===== src/rtl/serial_adder_pkg.sv =====
// Shared types and sizing helpers for the bit-serial adder.
package serial_adder_pkg;

    typedef enum logic [1:0] {
        IDLE = 2'd0,
        RUN  = 2'd1,
        DONE = 2'd2
    } state_e;

    // One spare bit so the bit counter never wraps inside an operation.
    function automatic int cnt_width(input int width);
        return $clog2(width) + 1;
    endfunction

endpackage


===== src/rtl/full_adder.sv =====
// Single-bit full adder cell used as the serial adder's bit-slice.
module full_adder (
    input  logic a,
    input  logic b,
    input  logic c,
    output logic carry,
    output logic sum
);

    assign sum   = a ^ b ^ c;
    assign carry = (a & b) | (c & (a ^ b));

endmodule


===== src/rtl/serial_adder.sv =====
// Bit-serial N-bit adder: one full_adder slice plus a carry flop, LSB first,
// one bit per clock, with a registered parallel result and a done pulse.
module serial_adder
    import serial_adder_pkg::*;
#(
    parameter int WIDTH = 8
) (
    input  logic             clk,
    input  logic             rst_n,
    input  logic             start,
    input  logic [WIDTH-1:0] a,
    input  logic [WIDTH-1:0] b,
    input  logic             cin,
    output logic             busy,
    output logic             done,
    output logic [WIDTH-1:0] sum,
    output logic             cout
);

    localparam int             CW   = cnt_width(WIDTH);
    localparam logic [CW-1:0]  LAST = CW'(WIDTH - 1);

    state_e            state_q, state_d;
    logic [WIDTH-1:0]  a_sr_q, a_sr_d;
    logic [WIDTH-1:0]  b_sr_q, b_sr_d;
    logic [WIDTH-1:0]  psum_q, psum_d;
    logic [WIDTH-1:0]  sum_q, sum_d;
    logic [CW-1:0]     cnt_q, cnt_d;
    logic              carry_q, carry_d;
    logic              cout_q, cout_d;

    logic              fa_sum;
    logic              fa_carry;
    logic [WIDTH-1:0]  psum_shift;

    full_adder u_full_adder (
        .a     (a_sr_q[0]),
        .b     (b_sr_q[0]),
        .c     (carry_q),
        .carry (fa_carry),
        .sum   (fa_sum)
    );

    // New sum bit enters at the MSB; after WIDTH shifts bit 0 holds the LSB.
    generate
        if (WIDTH == 1) begin : g_psum_w1
            assign psum_shift = fa_sum;
        end else begin : g_psum_wn
            assign psum_shift = {fa_sum, psum_q[WIDTH-1:1]};
        end
    endgenerate

    always_comb begin
        state_d = state_q;
        a_sr_d  = a_sr_q;
        b_sr_d  = b_sr_q;
        psum_d  = psum_q;
        sum_d   = sum_q;
        cnt_d   = cnt_q;
        carry_d = carry_q;
        cout_d  = cout_q;

        case (state_q)
            IDLE, DONE: begin
                if (start) begin
                    a_sr_d  = a;
                    b_sr_d  = b;
                    carry_d = cin;
                    cnt_d   = '0;
                    psum_d  = '0;
                    state_d = RUN;
                end else begin
                    state_d = IDLE;
                end
            end
            RUN: begin
                a_sr_d  = a_sr_q >> 1;
                b_sr_d  = b_sr_q >> 1;
                psum_d  = psum_shift;
                carry_d = fa_carry;
                cnt_d   = cnt_q + 1'b1;
                if (cnt_q == LAST) begin
                    sum_d   = psum_shift;
                    cout_d  = fa_carry;
                    state_d = DONE;
                end
            end
            default: begin
                state_d = IDLE;
            end
        endcase
    end

    always_ff @(posedge clk or negedge rst_n) begin
        if (!rst_n) begin
            state_q <= IDLE;
            a_sr_q  <= '0;
            b_sr_q  <= '0;
            psum_q  <= '0;
            sum_q   <= '0;
            cnt_q   <= '0;
            carry_q <= 1'b0;
            cout_q  <= 1'b0;
        end else begin
            state_q <= state_d;
            a_sr_q  <= a_sr_d;
            b_sr_q  <= b_sr_d;
            psum_q  <= psum_d;
            sum_q   <= sum_d;
            cnt_q   <= cnt_d;
            carry_q <= carry_d;
            cout_q  <= cout_d;
        end
    end

    assign busy = (state_q == RUN);
    assign done = (state_q == DONE);
    assign sum  = sum_q;
    assign cout = cout_q;

endmodule


===== config.mk =====
export PLATFORM = sky130hd
export DESIGN_NAME = serial_adder
export DESIGN_NICKNAME = d
export VERILOG_FILES = /design/src/rtl/serial_adder_pkg.sv /design/src/rtl/full_adder.sv /design/src/rtl/serial_adder.sv
export SDC_FILE = /design/constraint.sdc
export NUM_CORES = 1
export LEC_CHECK = 0
export BUFFER_PORTS_ARGS = -buffer_cell sky130_fd_sc_hd__clkbuf_2
export CAP_MARGIN = 20
export CORE_UTILIZATION = 40
export DETAILED_ROUTE_END_ITERATION = 10
export PLACE_DENSITY = 0.65
export RECOVER_POWER = 50
export SKIP_CTS_REPAIR_TIMING = 1
export SYNTH_ARGS = -nofsm -noshare
export SYNTH_HDL_FRONTEND = slang
export SYNTH_SLANG_ARGS = --single-unit
export TNS_END_PERCENT = 20

===== constraint.sdc =====
create_clock -name clk -period 3.85 [get_ports clk]
set_clock_uncertainty 0.05 [all_clocks]
set_input_delay 0.1925 -clock clk [delete_from_list [all_inputs] [get_ports clk]]
set_output_delay 0.1925 -clock clk [all_outputs]
set_load 0.05 [all_outputs]

# Yosys cells after proc, flatten, opt, wreduce, memory -nomap -nowiden
# Index checks and enable logic that the tools add are counted.
# W data, S select, Z words.
[word_totals]
ff_bits = 40
wordCells = 37
input_bits = 20
[classes]
add_sub_neg = 1
n_mux = 13
bitwise = 5
n_eq_ne = 5
reduce_logical = 5
[ops]
columns = ["cell", "count"]
rows = [
  ["$pmux W8 S2", 3],
  ["$mux W8", 3],
  ["$pmux W4 S2", 1],
  ["$add A4 B1 Y4 const B", 1],
  ["$eq A4 B3 Y1 const B", 1],
  ["$mux W4", 1],
  ["$pmux W2 S2", 1],
  ["$reduce_and A2 Y1", 2],
  ["$and A1 B1 Y1", 2],
  ["$eq A2 B1 Y1 const B", 1],
  ["$eq A2 B2 Y1 const B", 1],
  ["$logic_not A2 Y1", 1],
  ["$mux W1", 2],
  ["$mux W2", 1],
  ["$ne A2 B1 Y1 const B", 1],
  ["$ne A2 B2 Y1 const B", 1],
  ["$pmux W1 S2", 1],
  ["$reduce_bool A2 Y1", 1],
  ["$reduce_or A2 Y1", 1],
  ["$xor A1 B1 Y1", 2],
  ["$or A1 B1 Y1", 1],
]

# Depth between registers and ports, before layout
# Gate-level depths: netlist (run 1).
[logic_depth]
ltp_word = 4
depth_mapped = 5
mapped_depth_nobuf = 4

# Cells and area by module
# Synthesis (run 1) repeated with hierarchy kept, for this count alone.
[unflattened]
cells_unflattened = 114
hier_area_um2 = 1607.8
[by_module_without_submodules]
columns = ["mod", "cells_each", "n_inst", "area_each_um2"]
rows = [
  ["serial_adder", 113, 1, 1587.8],
  ["full_adder", 1, 1, 20.0],
]

# Least setup slack after synthesis (run 1)
# OpenSTA, ideal clock, no wires.
[synth_timing]
kind = "register to register"
startpoint = "register state_q[1]"
endpoint = "register state_q[0]"
t_required_ps = 3733
path_slack_ps = 2380
stages_incl_launch_ff = 6
setup_time_ps = 67
n_path_buf = 2
arrival_ps = 1353
period_less_slack_ps = 1470
path_cell_list = "dfrtp_1 and2b_4 buf_2 buf_2 o21ai_0 nand2_1"
[synth_rtl]
columns = ["item", "line_no", "rtl"]
rows = [
  ["start, declared", "serial_adder.sv:23", "state_e state_q, state_d;"],
  ["start signal, assigned", "serial_adder.sv:105", "state_q <= state_d;"],
  ["$eq A2 B1 Y1 *", "--", ""],
  ["via busy", "serial_adder.sv:14", "output logic busy,"],
  ["$pmux W2 S2 / $ne A2 B1 Y1 (equally long branches)", "--", ""],
]
# Mark *: on every way through the listed nets, which the timed path passes. The rest lies on a longest branch.
# A chain may end at the register's enable or synchronous reset.

# Final worst setup path (run 1)
[layout_timing]
startpoint = "register state_q[1]"
endpoint = "register sum_q[0] (netlist: sum[0])"
[layout_via]
elab_chain_len = 2
[layout_lines]
columns = ["item", "line_no", "rtl"]
rows = [
  ["$eq A2 B1 Y1", "serial_adder.sv:63", "case (state_q)"],
  ["$reduce_and A2 Y1 (no source line)", "--", ""],
  ["end signal, assigned", "serial_adder.sv:109", "sum_q <= sum_d;"],
  ["end, declared", "serial_adder.sv:27", "logic [WIDTH-1:0] sum_q, sum_d;"],
]
# No other way between the ends.

==> metrics.yaml, run 1 <==
power:
  ir_worst_vdd_uv: 423
  p_switching_mw: 0.639
  switching_share: 0.388
  internal_power_mw: 1.01
  clkPwrFrac: 0.153
  combPwrFrac: 0.421
  totalPowerFinal_mw: 1.65
  cellLeakagePower_nw: 0.989
  p_per_area_mw_per_mm2: 887
  seq_power_share: 0.426
finish:
  finalNetCount: 166
  layout_common_cells: "dfrtp_1, a22o_1, clkbuf_2"
  area_growth_pct: 15.3
  num-fill-cells: 363
  drive_gt1_frac: 0.241
  final_common_cell: "dfrtp_1"
  regArea_um2: 976
  diodes: 0
  multi_input_area_um2: 587
worst_setup_path:
  cp.required_ns: 3.96
  worstPathArrival_ns: 2.25
  path_max_fanout: 31
  endpoint_kind: "flop"
  start_kind: "flop"
  critPathKind: "flop to flop"
timing:
  maxSlewHeadroom: -0.302
  finalSetupViolCount: 0
  tns_ns: 0
  maxSlewViolCount: 40
  rsz0062_at_grt: "no"
  period_share: 0.554
  fmax_mhz: 469
  min_period_ns: 2.13
  worst-slew-pin-transition_ns: 1.95
  timing.hold.ws_ns: 0.0814
  hold_viol_final: 0
global_route:
  grt_pass1_vias: 1078
  grt_overflow_total: 0
  grt_max_degree: 40
  grt_pass1_wl_um: 4890
  grtUsageTotal: 0.155
  antenna_found_initial: 0
clocking:
  clk_latency_ns: 0.28
  clock-sinks: 39
  clk_pin_slew_ns: 0.07
  cts_made_buffers: 5
  root_buffer: "clkbuf_8"
  cts.htree.levels: 2
  clock_tree.buffer_depth: 2
  cts_tree: "done"
logic_synthesis:
  synth_top_area_frac: 0.607
  syn_inst: 114
  ys_seq_area_frac: 0.607
  synth.avg_cell_area_um2: 14.1
  ys_ff_latch: 39
  syn_nets: 136
  ys_types: 18
  synthTopCellsByArea: "dfrtp_1, a22o_1, a21o_1, mux2_1, buf_2"
  yosysWarnings: 0
  synth_top_area_cell: "dfrtp_1"
  netlist_area_mm2: 0.00161
min_path:
  hp-class: "primary input to flop"
floorplan:
  die_w_um: 65.4
  start_util: 0.426
  rows: 22
  die_area_mm2: 0.00428
  ios: 31
  core_mm2: 0.00377
  dieHeight_um: 65.4
route:
  drc: 0
  antenna_left: 0
  dr_total_vias: 1020
  vias_per_cell: 5.28
  routedWlPerCell_um: 14.2
  drt_wl_total_um: 2740
  drtIter0Drc: 29
  drt_pass1_iterations: 4
run:
  max_cap_viol_count: 1
run_status:
  status: "finished with violations"
  violations: "max-capacitance violations, max-slew violations"
place:
  gp_congestion: 0.677
  port_buffers: 30
  hpwl_um: 1790
## layer usage
metal,vias up,global-route usage,routed length [um],share of wire
li1,482,-,-,-
met1,502,0.197,1280,0.47
met2,30,0.237,1230,0.45
met3,6,0.0573,171,0.063
met4,0,0.0652,50,0.018
met5,-,0,0,0
## logic make-up after synthesis
group | count (synthesis) | share of synthesized area
flip-flops | 39 | 0.607
multiplexers | 12 | 0.0825
AND/OR/NAND/NOR | 11 | 0.0475
adder cells (fa/ha/maj) | 2 | 0.0202
AO/OA/AOI/OAI | 42 | 0.215
buffers and inverters | 8 | 0.0280
## worst paths after layout
path,start,to,slack [ns],depth (start not counted)
hold reg to reg,b_sr_q[6],b_sr_q[6],0.43,1
max in group asynchronous,rst_n,a_sr_q[0],2.23,1
hold / removal,a[7],a_sr_q[7],0.08,2
setup / recovery,state_q[1],sum[0],1.72,3
setup reg to reg,state_q[1],sum[0],1.72,3
min in group asynchronous,rst_n,psum_q[6],0.40,1
## power groups by stage
stage               sequential [mW]  combinational [mW]  clock (mW)
CTS                           0.702               0.708       0.265
floorplan                     0.809               0.463           0
global route                  0.724               0.763       0.282
detailed placement            0.711               0.705           0
global placement              0.700               0.683           0
finish                        0.701               0.692       0.252
## metrics by stage
stage               setup WS (ns)   util  cell area, um^2  cells
CTS                          1.68  0.494             1860    193
global placement             1.78  0.472             1780    185
global route                 1.60  0.492             1850    193
finish                       1.72  0.492             1850    193
detailed placement           1.69  0.472             1780    185
floorplan                    2.38      -             1610    114
## synth_stat cells, drive strengths merged
library cell and number:
o21ai 1, and2b 1, dfrtp 39, nor2b 3, nand2 3, a21o 15
mux2 10, nand4 1, nand2b 1, ha 1, a22o 26, mux2i 2
fa 1, nor3b 1, buf 8, nor2 1
## final cells by class
cell class                      count  area share
Clock buffer                        7      0.0412
Multi-Input combinational cell     67       0.316
Tap cell                           48      0.0324
Timing Repair Buffer               31      0.0810
Sequential cell                    39       0.526
Clock inverter                      1     0.00270
## state kept, by name, indices dropped and copies added (netlist names)
name and cells:
b_sr_q 8, a_sr_q 8, psum_q 7, cout 1, state_q 2, sum 8, carry_q 1, cnt_q 4
## critical path, stage by stage (launching register included)
cell and delay [ns]:
dfrtp_1 0.37, and2b_4 0.50, nor3b_2 0.70, mux2_1 0.39
No activity file was read; power rests on OpenSTA's default activity.
==> run 2: changes to the inputs <==
Settings changed: ABC_AREA set to 1, PLACE_DENSITY 0.65 to 0.67.
Clock period 3.85 ns to 1.9 ns, I/O delays scaled along.
==> run 2 against run 1 <==
Effect of this change:
- sequential power rose by 100%
- critical path depth is the same
- non-clock buffer count increased by 4
- routed wire length up 16%
- total power grew 130%
- highest routed layer unchanged
- critical endpoint is now busy
- the run now ends clean
- count of clock-buffer cells in the layout decreased by 1
- first-iteration DRC count increased by 110%
- clock power rose to 3.2 times the previous value
- sequential share of layout area decreased by 6.0 points
- worst hold slack lost 0.057 ns
==> metrics.yaml, run 2 <==
power:
  cellLeakagePower_nw: 1.19  # +20%
  internal_power_mw: 2.20  # +120%
  switching_share: 0.422  # +0.0339
  p_switching_mw: 1.61  # +150%
  ir_worst_vdd_uv: 750  # +77%
  combPwrFrac: 0.411  # -0.010
  clkPwrFrac: 0.213  # +0.060
  seq_power_share: 0.376  # -0.050
  p_per_area_mw_per_mm2: 1820  # +110%
place:
  place_inst: 293  # +58%
  hpwl_um: 2130  # +19%
  port_buffers: 30  # unchanged
  placed_cell_area_mm2: 0.00194  # +9.0%
  gp_congestion: 0.717  # +6.0%
  pre_cts_slack_ns: 0.476  # -1.21 ns
clocking:
  cts_made_buffers: 5  # unchanged
  cts_tree: "done"
  clk_pin_slew_ns: 0.08  # about the same
  cts.htree.levels: 2  # unchanged
  root_buffer: "clkbuf_8"
  clk_latency_ns: 0.29  # about the same
  clock_tree.buffer_depth: 2  # unchanged
  clock-sinks: 39  # unchanged
route:
  routedWlPerCell_um: 10.4  # -27%
  drc: 0  # unchanged
  dr_total_vias: 1371  # +34%
  drtIter0Drc: 60  # +110%
  drt_pass1_iterations: 4  # unchanged
  vias_per_cell: 4.51  # -15%
  drt_wl_total_um: 3160  # +16%
  antenna_left: 0  # unchanged
worst_setup_path:
  critPathTopFamily: "flip-flops"
  critPathLaunch: "state_q[0]"
  critPathKind: "flop to primary output"
  path_depth: 3  # unchanged
  start_kind: "flop"
  path_max_fanout: 11  # -65%
  worst-path-buf-inv: 2  # +2
  worst-r2r-cell-count: 5  # +2
  path_cells: "inv_2 -> nor2_4 -> clkbuf_2"
  endpoint_kind: "primary output"
  rr_startpoint: "state_q[0]"
  cpPeakStageDelay_ns: 0.46  # -0.24 ns
  reg2reg_to: "a_sr_q[4]"
  cp_slowest_cell: "dfrtp_1"
  crit_end: "busy"
  cp.required_ns: 1.75  # -2.21 ns
  r2r_setup_slack_ns: 0.45  # -1.27 ns
  worstPathArrival_ns: 1.44  # -0.81 ns
finish:
  finalNetCount: 275  # +66%
  finalInstanceArea_mm2: 0.00209  # +13%
  drive_gt1_frac: 0.185  # -0.0563
  area_growth_pct: 18.4
  diodes: 0  # unchanged
  instances_no_fill: 304  # +58%
  final_util: 0.508  # +0.0164
  layout_common_cells: "nand2_1, dfrtp_1, clkbuf_2"
  final_common_cell: "nand2_1"
logic_synthesis:
  synth_commonest_cells: "nand2_1, dfrtp_1, inv_1"
  yosysWarnings: 0  # unchanged
  ys_seq_area_frac: 0.553  # -0.0542
  syn_inst: 216  # +89%
  synthTopCellsByArea: "dfrtp_1, nand2_1, inv_1, buf_6, o22ai_1"
  synthArstFlopShare: 1.00  # unchanged
  ys_ff_latch: 39  # unchanged
  synth_top_area_frac: 0.553  # -0.0542
  yosysMostFrequentCell: "nand2_1"
  netlist_area_mm2: 0.00177  # +9.8%
  ys_types: 19  # +1
  synth_top_area_cell: "dfrtp_1"
  synth.avg_cell_area_um2: 8.17  # -42%
  synth_edf_count: 0  # unchanged
  syn_nets: 238  # +75%
  yosys_most_used_dff: "dfrtp_1"
floorplan:
  die_w_um: 68.4  # +4.6%
  core_mm2: 0.00412  # +9.1%
  rows: 23  # +4.5%
  start_util: 0.429  # +0.00266
  dieHeight_um: 68.4  # +4.6%
  die_area_mm2: 0.00468  # +9.5%
  ios: 31  # unchanged
timing:
  tns_ns: 0  # unchanged
  maxSlewHeadroom: 0.360  # +0.662
  fmax_mhz: 632
  finalSetupViolCount: 0  # unchanged
  hold_viol_final: 0  # unchanged
  fin_ws_ns: 0.317  # -1.40 ns
  period_share: 0.833
  worst-slew-pin-transition_ns: 0.960  # -0.993 ns
  rsz0062_at_grt: "no"
  min_period_ns: 1.58
  maxSlewViolCount: 0  # -100%
global_route:
  antenna_found_initial: 0  # unchanged
  grtUsageTotal: 0.166  # +0.0108
  grt_pass1_wl_um: 5600  # +15%
  grt_pass1_vias: 1287  # +19%
  grt_overflow_total: 0  # unchanged
  grt_max_degree: 40  # unchanged
run_status:
  status: "completed"
min_path:
  hp-class: "primary input to flop"
run:
  max_cap_viol_count: 0  # -1
-- run 2: changes by cell type after synthesis, moves of 6 or more --
cell / before / now
a21o_1: 15 / 0
mux2_1: 9 / 0
inv_1: 0 / 24
a22o_1: 26 / 0
nand2_1: 3 / 118
buf_2: 6 / 0
o22ai_1: 0 / 6
-- run 2: final cells by class --
type | instances | area [um^2]
timing repair buffer | 35 | 190
sequential | 39 | 976
tap | 50 | 62.6
inverter | 27 | 101
fill | 413 | 2020
clock buffer | 6 | 72.6
multi-input combinational | 145 | 628
clock inverter | 2 | 60.1
-- run 2: metrics by stage --
step,power (mW),hold slack (ns)
floorplan,2.77,-0.251
global placement,3.01,0.131
detailed placement,3.05,0.129
CTS,3.88,-0.188
global route,4.17,0.0387
finish,3.81,0.0241
-- run 2: power groups by stage --
stage / Clock (mW) / Combinational (mW) / Sequential [mW]
detailed placement: 0 / 1.60 / 1.45
global route: 0.858 / 1.82 / 1.49
CTS: 0.834 / 1.61 / 1.44
finish: 0.812 / 1.56 / 1.43
floorplan: 0 / 1.04 / 1.72
global placement: 0 / 1.57 / 1.44
-- run 2: worst register-to-register path, delay by kind of cell (launching register included) --
| kind | cells | cell delay, ns |
|---|---|---|
| buffers and inverters | 1 | 0.34 |
| and+or+nand+nor | 4 | 0.55 |
| DFF | 1 | 0.45 |
-- run 2: worst min path at each step --
stage | from | to | slack [ns] | depth (start not counted)
6_report | start | state_q[0] | 0.02 | 3
4_1_cts | rst_n | sum[1] | -0.19 | 2
5_1_grt | start | state_q[0] | 0.04 | 3
3_3_place_gp | rst_n | sum[1] | 0.13 | 2
2_1_floorplan | rst_n | a_sr_q[0] | -0.25 | 0
3_5_place_dp | rst_n | sum[1] | 0.13 | 2
-- run 2: logic make-up (layout without fill, tap and decap cells) --
kind of cell,Yosys count,in the layout,share of synthesized area
AOI/OAI and AO/OA,9,9,0.0298
adders and majority gates,2,2,0.0184
buffers and inverters,32,70,0.0872
DFF,39,39,0.553
and+or+nand+nor,134,134,0.312
-- run 2: metal layers --
metal | vias to the layer above | share of wire | track usage
met4 | 0 | 0.017 | 0.0703
met5 | - | 0 | 0
met1 | 617 | 0.46 | 0.199
li1 | 720 | - | -
met3 | 7 | 0.038 | 0.0400
met2 | 27 | 0.48 | 0.281
